$ cat src/rtl/aes_sbox_core.sv
// Byte-wide AES S-box: forward and inverse substitution as GF(2^8) inversion plus affine maps,
// with one registered copy of the forward result.
module aes_sbox_core (
   input  logic       clk,
   input  logic       rst_n,
   input  logic [7:0] a,
   output logic [7:0] y,
   output logic [7:0] y_inv,
   output logic [7:0] y_q
);

   logic [7:0] y_d;

   // Multiply modulo x^8+x^4+x^3+x+1, reducing after each shift of the multiplicand
   function automatic logic [7:0] gf_mul(input logic [7:0] x, input logic [7:0] z);
      logic [7:0] p;
      logic [7:0] m;
      logic [7:0] n;
      p = 8'h00;
      m = x;
      n = z;
      for (int i = 0; i < 8; i++) begin
         if (n[0]) begin
            p = p ^ m;
         end else begin
            p = p;
         end
         if (m[7]) begin
            m = {m[6:0], 1'b0} ^ 8'h1B;
         end else begin
            m = {m[6:0], 1'b0};
         end
         n = {1'b0, n[7:1]};
      end
      return p;
   endfunction

   // x^254 is the multiplicative inverse for x != 0 and naturally yields 0 for x == 0
   function automatic logic [7:0] gf_inv(input logic [7:0] x);
      logic [7:0] r;
      logic [7:0] s;
      r = 8'h01;
      s = x;
      for (int i = 0; i < 7; i++) begin
         s = gf_mul(s, s);
         r = gf_mul(r, s);
      end
      return r;
   endfunction

   // Rotate-left by k puts bit (i+8-k)%8 into bit i, matching the affine tap offsets
   function automatic logic [7:0] fwd_affine(input logic [7:0] b);
      return b ^ {b[6:0], b[7]} ^ {b[5:0], b[7:6]} ^ {b[4:0], b[7:5]} ^ {b[3:0], b[7:4]} ^ 8'h63;
   endfunction

   function automatic logic [7:0] inv_affine(input logic [7:0] b);
      return {b[1:0], b[7:2]} ^ {b[4:0], b[7:5]} ^ {b[6:0], b[7]} ^ 8'h05;
   endfunction

   // Both substitutions are pure functions of a; the register input mirrors the forward result
   always_comb begin
      y     = fwd_affine(gf_inv(a));
      y_inv = gf_inv(inv_affine(a));
      y_d   = y;
   end

   // Pipelined copy of the forward substitution, cleared asynchronously
   always_ff @(posedge clk or negedge rst_n) begin
      if (!rst_n) begin
         y_q <= 8'h00;
      end else begin
         y_q <= y_d;
      end
   end

endmodule

$ cat config.mk
export PLATFORM = sky130hd
export DESIGN_NAME = aes_sbox_core
export DESIGN_NICKNAME = d
export VERILOG_FILES = /design/src/rtl/aes_sbox_core.sv
export SDC_FILE = /design/constraint.sdc
export NUM_CORES = 1
export LEC_CHECK = 0
export CORE_ASPECT_RATIO = 1.1
export CORE_MARGIN = 2
export CORE_UTILIZATION = 60
export CTS_BUF_LIST = sky130_fd_sc_hd__clkbuf_8
export CTS_CLUSTER_SIZE = 30
export DETAILED_ROUTE_END_ITERATION = 6
export MAX_ROUTING_LAYER = met4
export PLACE_DENSITY = 0.84
export SLEW_MARGIN = 5
export SYNTH_ARGS = -nofsm -noshare
export SYNTH_HDL_FRONTEND = slang
export SYNTH_SLANG_ARGS = --single-unit
$ cat constraint.sdc
create_clock -name clk -period 28.5 [get_ports clk]
set_clock_uncertainty 0.05 [all_clocks]
set_input_delay 2.85 -clock clk [delete_from_list [all_inputs] [get_ports clk]]
set_output_delay 2.85 -clock clk [all_outputs]
set_load 0.02 [all_outputs]
==> results by group, run 1 <==
STA
  • Minimum clock period: 24.69 ns
  • Setup violations, final: 0
  • Fmax: 40.5 MHz
  • Rel. slew slack: 16.5%
  • Setup TNS: 0 ns
  • RSZ-0062 raised after global routing: false
  • Worst slew pin tran: 1.25 ns
  • Final Max Slew Viols: 0
  • Final Cycle Share: 86.6%
  • Final hold vios: 0
  • Setup slack after layout: 3.81 ns

Global routing
  • Largest net degree at the start of global routing: 45
  • Grt ovf: 0
  • Number of global-route vias before repair: 25,159
  • Initial antenna violation count: 0
  • Total track usage: 30.4%
  • First-pass GRT wire length: 124,000 µm

Floorplanning
  • Die width: 212 µm
  • Core area: 46,800 µm²
  • Ports: 34
  • Die area: 49,300 µm²
  • Die Y: 233 µm
  • Row cnt: 83
  • Initial core utilization: 60.8%

Clock tree
  • Total CTS buffers: 3
  • Clock root buffer: clkbuf_8
  • Reg clk slew, reported paths: 0.04 ns
  • CTS H-tree depth: 1
  • Hold_buf cts: 0
  • CTS tree: done
  • Sink Count: 8
  • PostCTS Resize Cnt: 0
  • Setup Fix Bufs, Post-CTS: 0
  • Clk buf depth: 2

Placement
  • Global placer's final weighted congestion: 0.943
  • Detail Placement HPWL: 53,800 µm
  • DP Worst Slack: 4.28 ns
  • Port Buffer Count: 33

Logic synthesis
  • Post-Syn Instances: 3,764
  • Ys flop type: dfrtp_1
  • Net Count, Synth: 3,787
  • Count of state elements after synthesis: 8
  • Post-synth ARST share: 100%
  • Post-synthesis sequential area ratio: 0.703%
  • Syn_area_per_cell: 7.57 µm²
  • Syn. warnings: 0
  • Cell variety after synth: 106
  • Synthesized area: 28,500 µm²
  • Post-synth EDFFs: 0

Setup path
  • Critical path's slowest cell: xnor3_1
  • Worst Path Arrival: 21.79 ns
  • Critical path type: in2out
  • Setup crit end kind: output port
  • Crit path top cell by count: xnor2_1
  • Crit path largest cell delay: 0.85 ns
  • Worst Setup Start Kind: input pin
  • CP startpoint: a[7]
  • Crit path max fanout: 30
  • Critical Path RT: 25.60 ns

Detailed routing
  • DR vias/cell: 6.09
  • Routed WL per cell: 17.3 µm
  • Antenna-violating nets left: 0
  • DR iter-0 viols: 2,505
  • Residual DRC count: 0
  • WL final: 74,400 µm
  • 1st-pass router iterations: 6
  • DR vias: 26,205

Layout
  • Reg with most FFs: y_q
  • Share of cells above drive strength 1: 8.95%
  • Most frequent cells in the layout: 787 x xnor2_1, 630 x nor2_1, 327 x nand2_1
  • Biggest regs: y_q: 8 flops
  • Area taken by multi-input logic gates: 27,200 µm²
  • Ant diodes: 0
  • Layout net count: 3,691
  • Register area: 200 µm²
  • Syn-to-layout area delta: 3.64%
  • Most common cell after layout, fill and taps aside: xnor2_1
  • FILL cells: 3,979
  • Max FFs per register: 8

Status
  • Run status: finished, final reports clean

Hold path
  • Hold WC Path Type: in2async

Job
  • Max-cap violations: 0
-- final cells by class --
| class | count | area share [%] |
|---|---|---|
| multi-input cells | 3474 | 92.2 |
| repair buffers | 137 | 3.76 |
| well taps | 637 | 2.70 |
| flip-flops and latches | 8 | 0.678 |
| inverters | 44 | 0.559 |
| clock buffers | 3 | 0.140 |
-- cell usage after synthesis, types with 13 or more instances --
| master | n | area share [%] |
|---|---|---|
| xnor2_1 | 805 | 25 |
| nor2_1 | 630 | 8.3 |
| nand2_1 | 327 | 4.3 |
| xor2_1 | 207 | 6.4 |
| a21oi_1 | 179 | 3.1 |
| clkbuf_1 | 159 | 2.1 |
| o21ai_0 | 151 | 2.7 |
| xnor3_1 | 151 | 12 |
| mux2i_1 | 87 | 3.1 |
| nor3_1 | 82 | 1.4 |
| nand3_1 | 74 | 1.3 |
| xnor2_2 | 72 | 4.1 |
| o22ai_1 | 44 | 0.97 |
| nand2b_1 | 41 | 0.90 |
| nor2b_1 | 41 | 0.90 |
| a211oi_1 | 40 | 1.1 |
| a31oi_1 | 38 | 0.83 |
| buf_2 | 35 | 0.61 |
| inv_1 | 31 | 0.41 |
| o211ai_1 | 28 | 0.74 |
| a22oi_1 | 27 | 0.71 |
| and2_1 | 27 | 0.59 |
| xor2_2 | 25 | 1.4 |
| xnor3_2 | 22 | 1.8 |
| o31ai_1 | 21 | 0.55 |
| or3_1 | 20 | 0.44 |
| buf_1 | 19 | 0.25 |
| xor3_1 | 17 | 1.4 |
| buf_4 | 16 | 0.42 |
| xnor2_4 | 15 | 1.4 |
| a21o_1 | 13 | 0.34 |
| a221oi_1 | 13 | 0.40 |
| ha_1 | 13 | 0.57 |
| o21a_1 | 13 | 0.34 |
-- worst max path at each step --
stage	endpoint	slack, ns	cells past startpoint
after CTS	y[1]	4.18	52
final	y[0]	3.81	52
after global routing	y[1]	2.43	52
after detailed placement	y[1]	4.28	52
after floorplan	y[3]	8.42	54
after global placement	y[2]	4.85	52
-- cells by family (layout without fill, tap and decap cells) --
| logic type | Yosys count | count (layout) | synth area share, % |
|---|---|---|---|
| fa+ha+maj | 18 | 18 | 0.746 |
| xor+xnor | 1322 | 1322 | 54.0 |
| compound gates | 707 | 707 | 16.2 |
| flops | 8 | 8 | 0.703 |
| simple gates | 1322 | 1322 | 20.2 |
| buf+inv | 282 | 184 | 4.36 |
| mux | 105 | 105 | 3.82 |
-- worst max-delay path, delay by kind of cell --
kind	cells	cell delay (ns)
AOI/OAI and AO/OA	13	3.71
buffers and inverters	6	2.62
muxes	4	1.04
xor gates and xnor gates	14	5.82
and+or+nand+nor	12	4.27
adders and majority gates	3	1.42
-- per-layer routing --
layer | up-vias | track usage, % | share of wire, %
met3 | 205 | 2.24 | 6.6
met4 | 0 | 10.1 | 2.8
met5 | - | - | 0
met1 | 12235 | 37.2 | 41
met2 | 1115 | 53.0 | 49
li1 | 12650 | - | -
-- per-stage QoR --
stage / cells / instance area [µm²] / hold slack (ns) / util (%)
final: 4303 / 29500 / 2.85 / 63.1
after global routing: 4303 / 29500 / 2.88 / 63.1
after CTS: 4303 / 29500 / 2.86 / 63.1
after detailed placement: 4300 / 29500 / 3.10 / 63.0
after global placement: 4300 / 29500 / 3.09 / 63.0
after floorplan: 3764 / 28500 / 2.50 / -
Power of run 1 is not shown: default switching activity piles up to over one toggle a cycle in this logic, so the estimate is an artifact.
==> run 2: changes to the inputs <==
CAP_MARGIN = 20   (was unset)
TNS_END_PERCENT = 100   (was unset)
==> run 2 against run 1 <==
Net effect:
- critical path depth is the same
- non-clock buffer count grew 3
- clock-buffer cell count is the same
- via count up 0.58%
- design area hardly changed
- first-iteration DRC count down 0.64%
==> results by group, run 2 (same netlist as run 1, synthesis figures left out) <==
Status
  • Run status: finished, final reports clean

Detailed routing
  • WL final: 74,600 µm (+0.25%)
  • DR iter-0 viols: 2,489 (-0.64%)
  • DR vias: 26,358 (+0.58%)
  • 1st-pass router iterations: 6 (unchanged)
  • Routed WL per cell: 17.3 µm (+0.18%)
  • Residual DRC count: 0 (unchanged)
  • DR vias/cell: 6.12 (+0.51%)
  • Antenna-violating nets left: 0 (unchanged)

STA
  • Worst slew pin tran: 1.07 ns (-0.174 ns)
  • Final hold vios: 0 (unchanged)
  • Final Max Slew Viols: 0 (unchanged)
  • Final Cycle Share: 86.6% (about the same)
  • Setup violations, final: 0 (unchanged)
  • Rel. slew slack: 27.9% (+11 points)
  • Minimum clock period: 24.68 ns (-0.00162 ns)
  • RSZ-0062 raised after global routing: false
  • Fmax: 40.5 MHz (about the same)
  • Setup TNS: 0 ns (unchanged)

Layout
  • Most common cell after layout, fill and taps aside: xnor2_1
  • Ant diodes: 0 (unchanged)
  • Syn-to-layout area delta: 3.72% (about the same)
  • Most frequent cells in the layout: 787 x xnor2_1, 630 x nor2_1, 327 x nand2_1
  • Layout net count: 3,694 (+0.081%)
  • Share of cells above drive strength 1: 9.02% (+0.074 points)
  • Biggest regs: y_q: 8 flops
  • Util after Layout: 63.1% (about the same)
  • Reg with most FFs: y_q
  • Max FFs per register: 8 (unchanged)

Clock tree
  • CTS tree: done
  • CTS H-tree depth: 1 (unchanged)
  • PostCTS Resize Cnt: 0 (unchanged)
  • Clk buf depth: 2 (unchanged)
  • Total CTS buffers: 3 (unchanged)
  • Hold_buf cts: 0 (unchanged)
  • Reg clk slew, reported paths: 0.04 ns (about the same)
  • Sink Count: 8 (unchanged)
  • Clock root buffer: clkbuf_8
  • Setup Fix Bufs, Post-CTS: 0 (unchanged)

Setup path
  • Critical Path RT: 25.60 ns (about the same)
  • Critical path's slowest cell: xnor3_1
  • Worst Setup Start Kind: input pin
  • Critical path type: in2out
  • CP startpoint: a[7]
  • Crit path max fanout: 30 (unchanged)
  • Crit path largest cell delay: 0.85 ns (about the same)
  • Setup crit end kind: output port
  • Worst Path Arrival: 21.78 ns (about the same)
  • Crit path top cell by count: xnor2_1

Floorplanning
  • Core area: 46,800 µm² (unchanged)
  • Initial core utilization: 60.8% (unchanged)
  • Row cnt: 83 (unchanged)
  • Die Y: 233 µm (unchanged)
  • Ports: 34 (unchanged)
  • Die area: 49,300 µm² (unchanged)
  • Die width: 212 µm (unchanged)

Placement
  • Port Buffer Count: 33 (unchanged)
  • Detail Placement HPWL: 53,800 µm (unchanged)
  • Global placer's final weighted congestion: 0.943 (unchanged)

Global routing
  • First-pass GRT wire length: 124,000 µm (unchanged)
  • Grt ovf: 0 (unchanged)
  • Largest net degree at the start of global routing: 45 (unchanged)
  • Initial antenna violation count: 0 (unchanged)
  • Total track usage: 30.4% (unchanged)
  • Number of global-route vias before repair: 25,159 (unchanged)

Job
  • Max-cap violations: 0 (unchanged)

Hold path
  • Hold WC Path Type: in2async
run 2: cell count changes in the layout (fill, tap and decap cells not counted):
cell and delta:
buf_4 +3
run 2: worst paths after layout:
| path | to |
|---|---|
| worst min-delay path | y_q[2]$_DFF_PN0_ |
| max in group asynchronous | y_q[0]$_DFF_PN0_ |
| worst max-delay path | y[0] |
| min in group clk | y_q[0] |
run 2: metal layers:
layer | vias to the layer above | global-route usage, % | share of wire (%)
met5 | - | - | 0
met2 | 1161 | 53.0 | 49
li1 | 12645 | - | -
met1 | 12350 | 37.2 | 42
met4 | 0 | 10.1 | 2.8
met3 | 202 | 2.24 | 6.5
run 2: stage by stage:
stage | instance area (µm²) | hold slack (ns) | cells | setup WS (ns)
floorplan | 28500 | 2.50 | 3764 | 8.42
global placement | 29500 | 3.09 | 4300 | 4.85
detailed placement | 29500 | 3.10 | 4300 | 4.28
CTS | 29500 | 2.86 | 4303 | 4.18
global route | 29600 | 2.88 | 4306 | 2.43
finish | 29600 | 2.85 | 4306 | 3.82
run 2: layout make-up:
type,count,area [µm²]
timing repair buffer,140,1130
clock buffer,3,41.3
sequential,8,200
tap,637,797
fill,3977,17300
inverter,44,165
multi-input combinational,3474,27200
run 2: worst max-delay path, delay by kind of cell:
kind	cells	cell delay [ns]
AO/OA/AOI/OAI	14	4.23
XOR/XNOR	14	5.79
adder cells (fa/ha/maj)	3	1.41
buffers and inverters	6	2.62
multiplexers	4	1.03
AND/OR/NAND/NOR	11	3.79
Power of run 2 is left out for the same reason.
